**config.mk**
```make
export PLATFORM = sky130hd
export DESIGN_NAME = regfile_write_arbiter
export DESIGN_NICKNAME = d
export VERILOG_FILES = /design/src/rtl/regfile_pkg.sv /design/src/rtl/rr_arbiter.sv /design/src/rtl/regfile_write_arbiter.sv
export SDC_FILE = /design/constraint.sdc
export NUM_CORES = 1
export LEC_CHECK = 0
export ABC_AREA = 1
export CAP_MARGIN = 20
export CORE_MARGIN = 1
export CORE_UTILIZATION = 44
export CTS_CLUSTER_SIZE = 25
export DETAILED_ROUTE_END_ITERATION = 8
export HOLD_SLACK_MARGIN = 0.12
export PLACE_DENSITY = 0.82
export SYNTH_ARGS = -nofsm -noshare
export SYNTH_HDL_FRONTEND = slang
export SYNTH_SLANG_ARGS = --single-unit
```
**constraint.sdc**
```tcl
create_clock -name Clock -period 2.2 [get_ports Clock]
set_input_delay 0.33 -clock Clock [delete_from_list [all_inputs] [get_ports Clock]]
set_output_delay 0.33 -clock Clock [all_outputs]
set_load 0.01 [all_outputs]
```
**src/rtl/regfile_pkg.sv**
```systemverilog
// Shared types and sizes for the register-file write path.
// Pure declarations: no logic, no latency.
package regfile_pkg;

    localparam int ADDR_W   = 4;
    localparam int DATA_W   = 8;
    localparam int NUM_REGS = 16;

    typedef enum logic {IDLE, CLEAR} wr_state_t;
    typedef logic [ADDR_W-1:0] reg_addr_t;

endpackage

```
**src/rtl/rr_arbiter.sv**
```systemverilog
// Round-robin arbiter: one-hot gnt, combinational from req, 0 cycles.
// The pointer moves past the winner only when advance is asserted; no backpressure of its own.
module rr_arbiter #(
    parameter int N = 3
) (
    input  logic         Clock,
    input  logic         Reset,
    input  logic [N-1:0] req,
    input  logic         advance,
    output logic [N-1:0] gnt
);

    localparam int PW = (N > 1) ? $clog2(N) : 1;

    logic [PW-1:0] ptr_q, ptr_d, idx;
    logic          found;

    // Scan from the pointer, wrapping modulo N; the first requester found wins.
    always_comb begin
        gnt   = '0;
        ptr_d = ptr_q;
        found = 1'b0;
        idx   = '0;
        for (int off = 0; off < N; off++) begin
            idx = PW'((int'(ptr_q) + off) % N);
            if (!found && req[idx]) begin
                found    = 1'b1;
                gnt[idx] = 1'b1;
                ptr_d    = PW'((int'(ptr_q) + off + 1) % N);
            end
        end
    end

    always_ff @(posedge Clock or negedge Reset) begin
        if (!Reset) begin
            ptr_q <= '0;
        end else if (advance) begin
            ptr_q <= ptr_d;
        end
    end

endmodule

```
**src/rtl/regfile_write_arbiter.sv**
```systemverilog
// Shares the 16x8 register-file write port among NUM_REQ requesters and runs a zeroing sweep.
// Grant is combinational, the write reaches WR/Addr_WR/DIN one edge later; requests stall (held) while Busy.
module regfile_write_arbiter #(
    parameter int NUM_REQ = 3,
    parameter int ADDR_W  = 4,
    parameter int DATA_W  = 8
) (
    input  logic                      Clock,
    input  logic                      Reset,
    input  logic [NUM_REQ-1:0]        Req,
    input  logic [NUM_REQ*ADDR_W-1:0] Req_Addr,
    input  logic [NUM_REQ*DATA_W-1:0] Req_Data,
    output logic [NUM_REQ-1:0]        Gnt,
    input  logic                      Clear_Req,
    output logic                      Busy,
    output logic                      Clear_Done,
    output logic                      WR,
    output logic [ADDR_W-1:0]         Addr_WR,
    output logic [DATA_W-1:0]         DIN
);

    import regfile_pkg::*;

    localparam logic [ADDR_W-1:0] LAST_CNT = ADDR_W'(NUM_REGS - 1);

    wr_state_t           state_q;
    logic [ADDR_W-1:0]   cnt_q;
    logic                wr_q;
    logic                done_q;
    logic [ADDR_W-1:0]   addr_q;
    logic [DATA_W-1:0]   din_q;

    logic                grant_en;
    logic [NUM_REQ-1:0]  arb_req;
    logic                gnt_any;
    logic [ADDR_W-1:0]   sel_addr;
    logic [DATA_W-1:0]   sel_data;

    // A clear request in IDLE takes priority over every requester that cycle.
    assign grant_en = Reset && (state_q == IDLE) && !Clear_Req;
    assign arb_req  = Req & {NUM_REQ{grant_en}};
    assign gnt_any  = |Gnt;

    rr_arbiter #(.N(NUM_REQ)) u_rr (
        .Clock   (Clock),
        .Reset   (Reset),
        .req     (arb_req),
        .advance (gnt_any),
        .gnt     (Gnt)
    );

    always_comb begin
        sel_addr = '0;
        sel_data = '0;
        for (int i = 0; i < NUM_REQ; i++) begin
            if (Gnt[i]) begin
                sel_addr = Req_Addr[i*ADDR_W +: ADDR_W];
                sel_data = Req_Data[i*DATA_W +: DATA_W];
            end
        end
    end

    always_ff @(posedge Clock or negedge Reset) begin
        if (!Reset) begin
            state_q <= IDLE;
            cnt_q   <= '0;
            wr_q    <= 1'b0;
            done_q  <= 1'b0;
            addr_q  <= '0;
            din_q   <= '0;
        end else begin
            done_q <= 1'b0;
            case (state_q)
                IDLE: begin
                    if (Clear_Req) begin
                        state_q <= CLEAR;
                        cnt_q   <= '0;
                        wr_q    <= 1'b0;
                    end else if (gnt_any) begin
                        wr_q   <= 1'b1;
                        addr_q <= sel_addr;
                        din_q  <= sel_data;
                    end else begin
                        wr_q <= 1'b0;
                    end
                end
                CLEAR: begin
                    wr_q   <= 1'b1;
                    addr_q <= cnt_q;
                    din_q  <= '0;
                    cnt_q  <= cnt_q + 1'b1;
                    if (cnt_q == LAST_CNT) begin
                        state_q <= IDLE;
                        done_q  <= 1'b1;
                    end
                end
                default: state_q <= IDLE;
            endcase
        end
    end

    assign Busy       = (state_q == CLEAR);
    assign Clear_Done = done_q;
    assign WR         = wr_q;
    assign Addr_WR    = addr_q;
    assign DIN        = din_q;

endmodule

```
==> results_dict.tcl <==
set metrics [dict create \
    outcome "complete, but fails checks" \
    violations "setup timing" \
    syn_to_final_growth_pct 76.0 \
    netlist-cell-type-count 25 \
    ios 60 \
    yosysTopAreaCell "dfrtp_1" \
    yosysMostFrequentCell "nand2_1" \
    multi_input_area_mm2 0.00105 \
    grt_pass1_vias 1610 \
    ff2ff_path_depth 16 \
    postPlaceCellArea_mm2 0.00235 \
    syn_avg_cell_area_um2 7.56 \
    drv_cap 0 \
    clk_latency_ns 0.31 \
    ys_async_sr_fraction_pct 100 \
    final_net_count 351 \
    nFillCells 219 \
    rsz0062_at_grt "yes" \
    synthTopCellsByArea "dfrtp_1, nand2_1, nand3_2" \
    syn_nets 250 \
    vdd_ir_drop_max_mv 0.736 \
    setup_slack_ns -0.101 \
    grtUsageMet3_pct 3.36 \
    antenna_left 0 \
    finalCritPeriodShare_pct 105 \
    hp-class "input port to async pin" \
    drive_gt1_share_pct 37.3 \
    comb_power_share_pct 70.5 \
    cts_max_level 1 \
    ys_warn_count 0 \
    slew-limit-headroom_pct 81.2 \
    power_mw 3.08 \
    synth.top_cell.area_share_pct 34.2 \
    critical_path_class "register to register" \
    cp_max_fo 10 \
    antenna_found_initial 0 \
    swShare_pct 44.0 \
    cp-start-kind "register" \
    grt_overflow_total 0 \
    grt_usage_pct 25.7 \
    ys_ff_latch 21 \
    row_count 21 \
    cts_hold_buf 0 \
    slew_violations 0 \
    first_iter_violations 165 \
    yosysSeqAreaShare_pct 34.2 \
    gp_congestion 0.863 \
    cp-end-kind "register" \
    p_sw_mw 1.35 \
    synth_common_cells "nand2_1, dfrtp_1, inv_1, nand3_1, nand2_2" \
    firstDrtPassIters 4 \
    busiest_layer "met2" \
    wl_per_cell_um 15.0 \
    cts_buffers 3 \
    p_per_area_mw_per_mm2 1140 \
    seq_power_share_pct 23.1 \
    io_buffers 59 \
    met2_usage_pct 45.3 \
    hold_ws_ns 0.197 \
    die_x_um 61.1 \
    r2r_end "DIN[1]$_DFFE_PN0P_" \
    r2r-start "u_rr.ptr_q[0]$_DFFE_PN0P_" \
    vias 1776 \
    routed_via_density 5.09 \
    core_area_mm2 0.00334 \
    dieArea_mm2 0.00373 \
    dp_hpwl_um 3410 \
    critPathCapture "DIN[1]$_DFFE_PN0P_" \
    post-route-drc-count 0 \
    grt_pass1_wl_um 7040 \
    leakage_nw 1.33 \
    cts-root-buf "clkbuf_4" \
    pwr-share-clk_pct 6.4 \
    grtUsageMet1_pct 31.3 \
    max_freq_mhz 435 \
    setup_viol 14 \
    crit_required_ns 2.47 \
    fin_skew_ns 0.0149 \
    grt_max_degree 22 \
    synth_edf_count 0 \
    antenna_cells 0 \
    start_util_pct 46.0 \
    cts_tree "built" \
    worst_pin_slew_ns 0.282 \
    synth_area_mm2 0.00154 \
    ff_latch_area_um2 526 \
    p_int_mw 1.73 \
    clock-sinks 21 \
    synth_ff_type "dfrtp_1" \
    clockBufferDepth 2 \
    crit_path_start "u_rr.ptr_q[0]$_DFFE_PN0P_" \
    pre_cts_ws_ns -0.477 \
    hold_violations 0 \
    worst-r2r-setup-slack_ns -0.10 \
    synth_cells 203 \
    min_period_ns 2.30 \
    cp.arrival_ns 2.57 \
    clk_pin_slew_ns 0.13 \
    final_area_mm2 0.00270 \
    die-height_um 61.1 \
    routed_wl_um 5250 \
]
cell type report:
type / count / area share (%)
Multi-Input combinational cell: 158 / 38.9
Sequential cell: 21 / 19.5
Clock buffer: 4 / 0.973
Inverter: 18 / 2.59
Timing Repair Buffer: 102 / 36.0
Tap cell: 46 / 2.13
worst min-delay path by stage:
stage                            from                      to  slack (ns)  cells after the start
2_1_floorplan                   Reset  Addr_WR[0]$_DFFE_PN0P_        0.03                      0
3_3_place_gp   Addr_WR[1]$_DFFE_PN0P_  Addr_WR[1]$_DFFE_PN0P_        0.48                      2
3_5_place_dp       DIN[7]$_DFFE_PN0P_      DIN[7]$_DFFE_PN0P_        0.49                      2
4_1_cts                         Reset      DIN[3]$_DFFE_PN0P_        0.19                      2
5_1_grt                         Reset  Addr_WR[1]$_DFFE_PN0P_        0.21                      2
6_report                        Reset      DIN[7]$_DFFE_PN0P_        0.20                      2
through the flow:
step / utilization, % / setup TNS [ns] / std cells
after global placement: 70.3 / -5.83 / 328
after floorplan: - / 0 / 203
after global routing: 81.0 / -2.89 / 349
final: 81.0 / -0.982 / 349
after CTS: 76.3 / -0.0199 / 338
after detailed placement: 70.3 / -7.10 / 328
layout by cell type, fill, tap and decap left out, drive strengths merged:
master         netlist  layout
ha                   5       5
a22o                 1       1
or2                  3       3
inv                 18      18
dlygate4sd2          0       2
buf                  6      46
nor3                 1       1
clkdlybuf4s50        0      54
a21oi                5       5
clkbuf               1       4
nand3               27      27
nand4                9       9
nand2               88      88
nand3b               1       1
nor2                 8       9
dfrtp               21      21
o21ai                9       9
worst max-delay path: stages (launching register included):
cell and delay (ns):
dfrtp_1 0.43, buf_6 0.14, ha_4 0.17, buf_6 0.12, o21ai_4 0.19, nand2_4 0.13
nand2_2 0.10, nand2_2 0.06, inv_2 0.08, nand2_4 0.07, buf_12 0.14, nor2_4 0.11
nand2_4 0.08, nor2_4 0.16, buf_12 0.16, nand2_2 0.07, nand3_2 0.07
layer usage:
layer  vias up  part of all wire, %
met3        16                  4.4
met5         -                    0
met2        66                   53
met1       837                   40
li1        857                    -
met4         0                  2.6
what timing repair did:
action,in CTS,in global routing
setup endpoints to repair,18,18
gates resized for setup,46,19
gates cloned,0,1
buffers inserted,6,10
pin swaps,13,14
sequential cells by signal, indices dropped and copies added, names as in the netlist:
signal	cells
DIN	8
u_rr.ptr_q	2
Busy	1
Clear_Done	1
Addr_WR	4
WR	1
cnt_q	4
cell families after synthesis:
group	after synthesis	share of synthesized area, %
adders and majority gates	5	4.07
DFF	21	34.2
and+or+nand+nor	137	48.5
AOI/OAI and AO/OA	15	5.38
buffers and inverters	25	7.82
power by group through the flow:
stage	sequential [mW]	clock, mW	combinational (mW)
after floorplan	0.746	0	0.808
after global placement	0.701	0	1.59
after detailed placement	0.707	0	1.65
after CTS	0.709	0.194	1.89
after global routing	0.733	0.214	2.33
final	0.712	0.196	2.17
Note: power is estimated with default switching activity, not from simulation.
